==> src/rtl/mips_ctrl_pkg.sv <==
// rtl/mips_ctrl_pkg.sv - state, opcode and datapath-select encodings for the multicycle MIPS control FSM
package mips_ctrl_pkg;

  typedef enum logic [3:0] {
    S_FETCH     = 4'd0,
    S_DECODE    = 4'd1,
    S_MEM_ADDR  = 4'd2,
    S_MEM_RD    = 4'd3,
    S_MEM_WB    = 4'd4,
    S_MEM_WR    = 4'd5,
    S_R_EXEC    = 4'd6,
    S_R_WB      = 4'd7,
    S_BRANCH    = 4'd8,
    S_JUMP      = 4'd9,
    S_ADDI_EXEC = 4'd10,
    S_ADDI_WB   = 4'd11
  } state_e;

  localparam logic [5:0] OP_R    = 6'b000000;
  localparam logic [5:0] OP_LW   = 6'b100011;
  localparam logic [5:0] OP_SW   = 6'b101011;
  localparam logic [5:0] OP_BEQ  = 6'b000100;
  localparam logic [5:0] OP_J    = 6'b000010;
  localparam logic [5:0] OP_ADDI = 6'b001000;

  localparam logic [1:0] ALU_ADD   = 2'b00;
  localparam logic [1:0] ALU_SUB   = 2'b01;
  localparam logic [1:0] ALU_FUNCT = 2'b10;

  localparam logic [1:0] SRCB_B       = 2'b00;
  localparam logic [1:0] SRCB_FOUR    = 2'b01;
  localparam logic [1:0] SRCB_IMM     = 2'b10;
  localparam logic [1:0] SRCB_IMM_SH2 = 2'b11;

  localparam logic [1:0] PCSRC_ALU    = 2'b00;
  localparam logic [1:0] PCSRC_ALUOUT = 2'b01;
  localparam logic [1:0] PCSRC_JUMP   = 2'b10;

  typedef struct packed {
    logic       pc_write;
    logic       pc_write_cond;
    logic       i_or_d;
    logic       mem_read;
    logic       mem_write;
    logic       ir_write;
    logic       mem_to_reg;
    logic       reg_dst;
    logic       reg_write;
    logic       alu_src_a;
    logic [1:0] alu_src_b;
    logic [1:0] alu_op;
    logic [1:0] pc_source;
  } ctrl_t;

endpackage

==> src/rtl/multicycle_control_decode.sv <==
// rtl/multicycle_control_decode.sv - combinational state-to-strobe decode for the multicycle MIPS control FSM
module multicycle_control_decode
  import mips_ctrl_pkg::*;
(
  input  state_e state_i,
  input  logic   mem_ready_i,
  input  logic   enable_i,
  output ctrl_t  ctrl_o
);

  always_comb begin
    ctrl_o = '0;
    case (state_i)
      S_FETCH: begin
        ctrl_o.mem_read  = 1'b1;
        ctrl_o.alu_src_b = SRCB_FOUR;
        ctrl_o.alu_op    = ALU_ADD;
        ctrl_o.pc_source = PCSRC_ALU;
        ctrl_o.ir_write  = mem_ready_i;
        ctrl_o.pc_write  = mem_ready_i;
      end
      S_DECODE: begin
        ctrl_o.alu_src_b = SRCB_IMM_SH2;
        ctrl_o.alu_op    = ALU_ADD;
      end
      S_MEM_ADDR, S_ADDI_EXEC: begin
        ctrl_o.alu_src_a = 1'b1;
        ctrl_o.alu_src_b = SRCB_IMM;
        ctrl_o.alu_op    = ALU_ADD;
      end
      S_MEM_RD: begin
        ctrl_o.mem_read = 1'b1;
        ctrl_o.i_or_d   = 1'b1;
      end
      S_MEM_WB: begin
        ctrl_o.reg_write  = 1'b1;
        ctrl_o.mem_to_reg = 1'b1;
      end
      S_MEM_WR: begin
        ctrl_o.mem_write = 1'b1;
        ctrl_o.i_or_d    = 1'b1;
      end
      S_R_EXEC: begin
        ctrl_o.alu_src_a = 1'b1;
        ctrl_o.alu_src_b = SRCB_B;
        ctrl_o.alu_op    = ALU_FUNCT;
      end
      S_R_WB: begin
        ctrl_o.reg_write = 1'b1;
        ctrl_o.reg_dst   = 1'b1;
      end
      S_BRANCH: begin
        ctrl_o.alu_src_a     = 1'b1;
        ctrl_o.alu_src_b     = SRCB_B;
        ctrl_o.alu_op        = ALU_SUB;
        ctrl_o.pc_write_cond = 1'b1;
        ctrl_o.pc_source     = PCSRC_ALUOUT;
      end
      S_JUMP: begin
        ctrl_o.pc_write  = 1'b1;
        ctrl_o.pc_source = PCSRC_JUMP;
      end
      S_ADDI_WB: ctrl_o.reg_write = 1'b1;
      default: ;
    endcase
    // Reset state is FETCH, which would otherwise request a memory read.
    if (!enable_i) ctrl_o = '0;
  end

endmodule

==> src/rtl/multicycle_control.sv <==
// rtl/multicycle_control.sv - multicycle MIPS main control FSM; MULTICYCLE_CONTROL_PERF_EN adds retire/stall counters
module multicycle_control
  import mips_ctrl_pkg::*;
#(
  parameter int OPC_W           = 6,
  parameter bit ADDI_EN_DEFAULT = 1'b1
) (
  input  logic             clock,
  input  logic             reset_n,
  input  logic [OPC_W-1:0] opcode,
  input  logic             mem_ready,
  output logic             pc_write,
  output logic             pc_write_cond,
  output logic             i_or_d,
  output logic             mem_read,
  output logic             mem_write,
  output logic             ir_write,
  output logic             mem_to_reg,
  output logic             reg_dst,
  output logic             reg_write,
  output logic             alu_src_a,
  output logic [1:0]       alu_src_b,
  output logic [1:0]       alu_op,
  output logic [1:0]       pc_source,
`ifdef MULTICYCLE_CONTROL_PERF_EN
  output logic [31:0]      instr_retired,
  output logic [31:0]      stall_cycles,
`endif
  output logic             illegal_op
);

  state_e state_q, state_d;
  logic   is_lw_q;
  logic   illegal;
  ctrl_t  ctrl;

  always_ff @(posedge clock or negedge reset_n) begin
    if (!reset_n) begin
      state_q <= S_FETCH;
      is_lw_q <= 1'b0;
    end else begin
      state_q <= state_d;
      // Remember lw vs sw so MEM_ADDR never looks at the opcode bus again.
      if (state_q == S_DECODE) is_lw_q <= (opcode == OPC_W'(OP_LW));
    end
  end

  always_comb begin
    state_d = state_q;
    illegal = 1'b0;
    case (state_q)
      S_FETCH:  if (mem_ready) state_d = S_DECODE;
      S_DECODE: begin
        if (opcode == OPC_W'(OP_LW) || opcode == OPC_W'(OP_SW)) state_d = S_MEM_ADDR;
        else if (opcode == OPC_W'(OP_R))                         state_d = S_R_EXEC;
        else if (opcode == OPC_W'(OP_BEQ))                       state_d = S_BRANCH;
        else if (opcode == OPC_W'(OP_J))                         state_d = S_JUMP;
        else if (ADDI_EN_DEFAULT && opcode == OPC_W'(OP_ADDI))   state_d = S_ADDI_EXEC;
        else begin
          state_d = S_FETCH;
          illegal = 1'b1;
        end
      end
      S_MEM_ADDR:  state_d = is_lw_q ? S_MEM_RD : S_MEM_WR;
      S_MEM_RD:    if (mem_ready) state_d = S_MEM_WB;
      S_MEM_WR:    if (mem_ready) state_d = S_FETCH;
      S_R_EXEC:    state_d = S_R_WB;
      S_ADDI_EXEC: state_d = S_ADDI_WB;
      S_MEM_WB, S_R_WB, S_BRANCH, S_JUMP, S_ADDI_WB: state_d = S_FETCH;
      default:     state_d = S_FETCH;
    endcase
  end

  multicycle_control_decode u_decode (
    .state_i     (state_q),
    .mem_ready_i (mem_ready),
    .enable_i    (reset_n),
    .ctrl_o      (ctrl)
  );

  assign pc_write      = ctrl.pc_write;
  assign pc_write_cond = ctrl.pc_write_cond;
  assign i_or_d        = ctrl.i_or_d;
  assign mem_read      = ctrl.mem_read;
  assign mem_write     = ctrl.mem_write;
  assign ir_write      = ctrl.ir_write;
  assign mem_to_reg    = ctrl.mem_to_reg;
  assign reg_dst       = ctrl.reg_dst;
  assign reg_write     = ctrl.reg_write;
  assign alu_src_a     = ctrl.alu_src_a;
  assign alu_src_b     = ctrl.alu_src_b;
  assign alu_op        = ctrl.alu_op;
  assign pc_source     = ctrl.pc_source;
  assign illegal_op    = illegal & reset_n;

`ifdef MULTICYCLE_CONTROL_PERF_EN
  logic [31:0] retired_q, stall_q;

  always_ff @(posedge clock or negedge reset_n) begin
    if (!reset_n) begin
      retired_q <= '0;
      stall_q   <= '0;
    end else begin
      // The illegal path leaves DECODE for FETCH and retires nothing.
      if (state_d == S_FETCH && state_q != S_FETCH && state_q != S_DECODE)
        retired_q <= retired_q + 32'd1;
      if (!mem_ready && (state_q == S_FETCH || state_q == S_MEM_RD || state_q == S_MEM_WR))
        stall_q <= stall_q + 32'd1;
    end
  end

  assign instr_retired = retired_q;
  assign stall_cycles  = stall_q;
`endif

endmodule
==> config.mk <==
export PLATFORM = sky130hd
export DESIGN_NAME = multicycle_control
export DESIGN_NICKNAME = d
export VERILOG_FILES = /design/src/rtl/mips_ctrl_pkg.sv /design/src/rtl/multicycle_control_decode.sv /design/src/rtl/multicycle_control.sv
export SDC_FILE = /design/constraint.sdc
export NUM_CORES = 1
export LEC_CHECK = 0
export ABC_AREA = 1
export CORE_MARGIN = 5
export CORE_UTILIZATION = 40
export CTS_CLUSTER_DIAMETER = 150
export CTS_CLUSTER_SIZE = 25
export DETAILED_ROUTE_END_ITERATION = 10
export PLACE_DENSITY = 0.78
export REMOVE_ABC_BUFFERS = 1
export SKIP_LAST_GASP = 1
export SYNTH_ARGS = -nofsm -noshare
export SYNTH_HDL_FRONTEND = slang
export SYNTH_SLANG_ARGS = --single-unit
==> constraint.sdc <==
create_clock -name clock -period 1.25 [get_ports clock]
set_input_delay 0.1875 -clock clock [delete_from_list [all_inputs] [get_ports clock]]
set_output_delay 0.1875 -clock clock [all_outputs]
set_load 0.02 [all_outputs]
==> out/metrics.cfg, run 1 <==
[outcome]
outcome=finished with violations
violations=negative hold slack, negative setup slack

[run]
drv_cap=0

[power]
p_leak_nw=0.621
cellPowerDensity_nw_per_um2=1170
peakVddDrop_v=0.000859

[sta]
hold_viol=5
fmax_mhz=616
skew_ps=1.10
tightest_slew_ps=215
tns_ps=-5020
worst_hold_slack_ps=-7.95
slew_headroom_pct=85.7
finalSetupViolations=19
setup_ws_ps=-374
rsz0062_at_grt=true
period_share_pct=130
final_max_slew_viol_count=0
min_period_ps=1620

[logic_synthesis]
synth_ff_type=dfrtp_1
synth_compound_area_share_pct=8.24
yosysWarnings=0
yosysTopAreaCell=dfrtp_1
syn_area_sq_um=562
synth_fa_ha_area_share_pct=0
synth.most_common_cell=nand2_1
synth_seq_area_share_pct=22.3
async_flop_share_pct=100
yosysUniqueCellTypes=17
synthTopCellsByCount=25 x nand2_1, 20 x nor2_1, 14 x inv_1
synth_cells=101
yosys-top-cells-area=dfrtp_1 22%, nand2_1 17%, nor2_1 13%
ys_ff_latch=5
synth_top_family_by_area=simple AND/OR/NAND/NOR gates
muxShareOfSynthArea_pct=0
synth-simple-area-share_pct=56.8
syn_avg_cell_area_sq_um=5.56
synth_top_cell_area_share_pct=22.3
synth_xor_area_share_pct=0
synth-edff-count=0

[route]
via_per_inst=5.02
wl_per_cell_microns=13.6
drtPass1Iterations=5
drc=0
ant_nets=0
num_vias=883
first_iter_violations=14
totalWireLength_microns=2390

[finish]
antenna-diode-count=0
fillers=64
final_cells=176
drive_gt1_share_pct=57.1
utilization_pct=90.3
nNetsFinal=171
synthToLayoutAreaGrowth_pct=112
final_area_sq_um=1190

[clock_tree]
cts_buffer_depth=2
clock_sinks=5
cts_root_buffer=clkbuf_4
clk_pin_slew_ps=50
cts_tree=done
postCtsHoldBufs=0
clkLatencyLatePin_ps=240
cts_made_buffers=3
htreeDepth=1

[grt]
grt_pass1_wl_microns=3350
grt_pass1_vias=831
grt.total_usage_pct=21.4
grt-ovfl-total=0
grt_max_degree=12
antenna_found_initial=0

[floorplan]
core_area_sq_um=1320
start_util_pct=42.6
die_y_microns=47.5
dieWidth_microns=47.5
die-area_sq_um=2250
pin_count=26
num_rows=13

[setup_path]
worstSetupEndpointType=output port
worstSetupPathType=register to output port
critPathArrivalTime_ps=1440
path_max_fanout=6
critical_path.startpoint_type=register
critPathRequiredTime_ps=1060

[placed_design]
port_buffers=25
post_dp_cell_area_sq_um=1000
routabilityCongestion=0.866
dp_hpwl_microns=1570
place_inst=163

[min_path]
hp-class=input pin to asynchronous set/reset pin

## registers in the layout, indices dropped and copies added, names as in the netlist
register	cells
state_q	4
is_lw_q	1
## area by class of cell
class / instances / area [sq um] / area share (%)
clock buffers: 4 / 26.3 / 2.21
inverters: 16 / 63.8 / 5.36
multi-input cells: 78 / 458 / 38.5
flip-flops and latches: 5 / 129 / 10.8
well taps: 15 / 18.8 / 1.58
repair buffers: 58 / 494 / 41.5
## report_power, final
part / switching (mW) / total [mW] / internal, mW / leakage [nW]
Sequential: 0.0582 / 0.254 / 0.195 / 0.0630
Clock: 0.0706 / 0.192 / 0.121 / 0.0150
Combinational: 0.502 / 0.952 / 0.450 / 0.543
## kinds of logic after synthesis
family / Yosys count
AND/OR/NAND/NOR: 69
buffers and inverters: 18
flip-flops: 5
AO/OA/AOI/OAI: 9
## metal layers
metal	track usage (%)	wire (microns)	vias up
met5	0	0	-
met4	11.0	23	0
met3	2.63	154	4
met2	39.0	1260	38
met1	23.9	951	397
li1	-	-	444
## worst max-delay path: stages (launching register included)
cell and delay [ps]:
dfrtp_2 460, nand3b_1 250, nor2_2 140, a21oi_1 60
a21oi_1 120, buf_4 160
## metrics by stage
stage	total power [mW]	setup WS [ps]
2_1_floorplan	0.617	-245
3_3_place_gp	1.00	-665
3_5_place_dp	1.02	-709
4_1_cts	1.28	-351
5_1_grt	1.48	-456
6_report	1.40	-374
## final timing paths
check | from | end | slack, ps | cells past startpoint
worst max-delay path | state_q[0]$_DFFE_PN0P_ | reg_write | -370 | 5
worst min-delay path | reset_n | is_lw_q$_DFFE_PN0P_ | -8 | 2
worst max register to register | state_q[2]$_DFFE_PN0P_ | state_q[2]$_DFFE_PN0P_ | -110 | 8
worst min register to register | is_lw_q$_DFFE_PN0P_ | is_lw_q$_DFFE_PN0P_ | 570 | 2
max in group asynchronous | reset_n | state_q[0]$_DFFE_PN0P_ | 1120 | 2
min in group clock | is_lw_q$_DFFE_PN0P_ | is_lw_q$_DFFE_PN0P_ | 570 | 2
## cells in the final DEF (no fill, tap or decap)
cell             instances
nor2_2                   9
nor2_1                  10
o21ai_0                  1
buf_4                   37
clkbuf_1                 1
clkinvlp_4               1
nand2_1                 19
buf_2                    1
clkbuf_4                 3
buf_6                   10
clkdlybuf4s50_1          7
o22ai_1                  1
nand3_1                 10
clkbuf_2                 1
nand4_1                  2
dlymetal6s2s_1           1
inv_1                    8
nand3b_1                 2
nand2_2                  5
nor3_2                   2
nor2_4                   6
nand2_4                  2
a21oi_2                  2
o21ai_1                  1
inv_2                    7
dfrtp_2                  3
clkdlybuf4s15_2          1
a21oi_1                  4
nand3_2                  2
dfrtp_1                  2
## what timing repair did
action | in CTS | in global routing
gates resized for setup | 103 | 29
setup endpoints to repair | 20 | 21
pin swaps | 10 | 12
buffers inserted | 2 | 7
Power figures use the tool's default switching activity.
==> run 2: changes to the inputs <==
PLACE_DENSITY = default   (was 0.78)
PLACE_DENSITY_LB_ADDON = 0.1   (was default)
==> run 2 against run 1 <==
- the run ends with negative setup slack left
- first-iteration DRC count grew to 5.0 times the previous value
- cell area grew 3.9%
- wire length grew 50%
- sequential share of layout area shrank 0.41 points
- largest cell class unchanged
==> out/metrics.cfg, run 2 (synthesis results as in run 1) <==
[outcome]
outcome=finished with violations
violations=negative setup slack

[floorplan]
die-area_sq_um=2250
start_util_pct=42.6
dieWidth_microns=47.5
die_y_microns=47.5
core_area_sq_um=1320
pin_count=26
num_rows=13

[route]
wl_per_cell_microns=20.2
drtPass1Iterations=5
first_iter_violations=70
via_per_inst=5.92
totalWireLength_microns=3580
drc=0
num_vias=1047
ant_nets=0

[setup_path]
critPathArrivalTime_ps=1590
r2r_start=state_q[1]$_DFFE_PN0P_
worstSetupEndpointType=output port
cpMaxStageDelayCell=dfrtp_1
critPathRequiredTime_ps=1060
path_max_fanout=4
critical_path.startpoint_type=register
crit_start=state_q[1]$_DFFE_PN0P_
path_buf_inv=2
worstSetupPathType=register to output port
slowest_delay_ps=400
cpLargestDelayFamily=compound AO/OA/AOI/OAI gates
path_cells=inv_2 > nor2_2 > o21ai_1 > o22ai_1 > buf_2

[placed_design]
dp_hpwl_microns=1580
pre_cts_slack_ps=-762
post_dp_cell_area_sq_um=992
port_buffers=25
routabilityCongestion=0.920

[clock_tree]
postCtsHoldBufs=0
htreeDepth=1
cts_root_buffer=clkbuf_4
cts_made_buffers=3
cts_tree=done
clock_sinks=5
clkLatencyLatePin_ps=240
cts_buffer_depth=2
clk_pin_slew_ps=50

[grt]
antenna_found_initial=0
grt.total_usage_pct=23.0
grtUsageMet2_pct=41.4
use_met1_pct=24.8
grt_max_degree=12
grtUsageMet3_pct=4.51
grt-ovfl-total=0
grt_pass1_wl_microns=3560
grt_pass1_vias=841
grt_busiest_layer=met2

[power]
power_mw=1.61
p_leak_nw=0.635
cellPowerDensity_nw_per_um2=1300
peakVddDrop_v=0.00100

[finish]
drive_gt1_share_pct=61.7
largest_reg_flops=4
mostFrequentLayoutCell=buf_4
top_regs=state_q x4, is_lw_q x1
most-common-layout-cells=37 x buf_4, 17 x nand2_1, 13 x buf_6
synthToLayoutAreaGrowth_pct=120
final_area_sq_um=1240
top_register=state_q
utilization_pct=93.8
nNetsFinal=172
antenna-diode-count=0

[sta]
slew_headroom_pct=77.6
skew_ps=3.84
setup_ws_ps=-526
rsz0062_at_grt=true
hold_viol=0
fmax_mhz=563
period_share_pct=142
final_max_slew_viol_count=0
tns_ps=-6400
tightest_slew_ps=335
finalSetupViolations=22
min_period_ps=1780

[run]
drv_cap=0

[min_path]
hp-class=input pin to asynchronous set/reset pin

==> run 2: timing repair <==
action / 4_1_cts / 5_1_grt
hold endpoints to repair: 0 / 0
pin swaps: 9 / 14
setup buffers: 8 / 5
setup endpoints to repair: 19 / 22
gates resized for setup: 110 / 36
==> run 2: stage by stage <==
| stage | instances | hold WS [ps] |
|---|---|---|
| 2_1_floorplan | 99 | -108 |
| 3_3_place_gp | 162 | 561 |
| 3_5_place_dp | 162 | 579 |
| 4_1_cts | 174 | 91.9 |
| 5_1_grt | 177 | 102 |
| 6_report | 177 | 114 |
==> run 2: report_power, final <==
group / total (mW) / switching (mW) / leakage, nW / internal [mW]
registers: 0.248 / 0.0523 / 0.0630 / 0.195
clock network: 0.185 / 0.0690 / 0.0177 / 0.116
logic: 1.18 / 0.642 / 0.554 / 0.534
==> run 2: final timing paths <==
kind                                          endpoint  slack [ps]  depth (start not counted)
max in group asynchronous       state_q[0]$_DFFE_PN0P_        1000                          2
worst max-delay path                         alu_src_a        -530                          5
worst min-delay path            state_q[1]$_DFFE_PN0P_         110                          2
min in group clock                 is_lw_q$_DFFE_PN0P_         640                          2
worst min register to register     is_lw_q$_DFFE_PN0P_         640                          2
worst max register to register  state_q[2]$_DFFE_PN0P_        -280                         10
==> run 2: routing by layer <==
metal / part of all wire, % / vias up / routed length (microns)
met4: 6.1 / 0 / 218
met3: 9.2 / 27 / 328
met2: 51 / 95 / 1820
met1: 34 / 483 / 1210
met5: 0 / - / 0
li1: - / 442 / -
==> run 2: layout make-up <==
class,instances,area (sq um)
multi-input combinational,78,493
fill,43,81.3
timing repair buffer,59,508
clock inverter,1,5.00
sequential,5,129
tap,15,18.8
clock buffer,3,22.5
inverter,16,60.1
==> run 3: changes to the inputs <==
PLACE_DENSITY = 0.78   (was default)
PLACE_DENSITY_LB_ADDON = default   (was 0.1)
==> results of run 3 <==
Same layout as run 1: the final DEF is identical, and so are final timing and power.
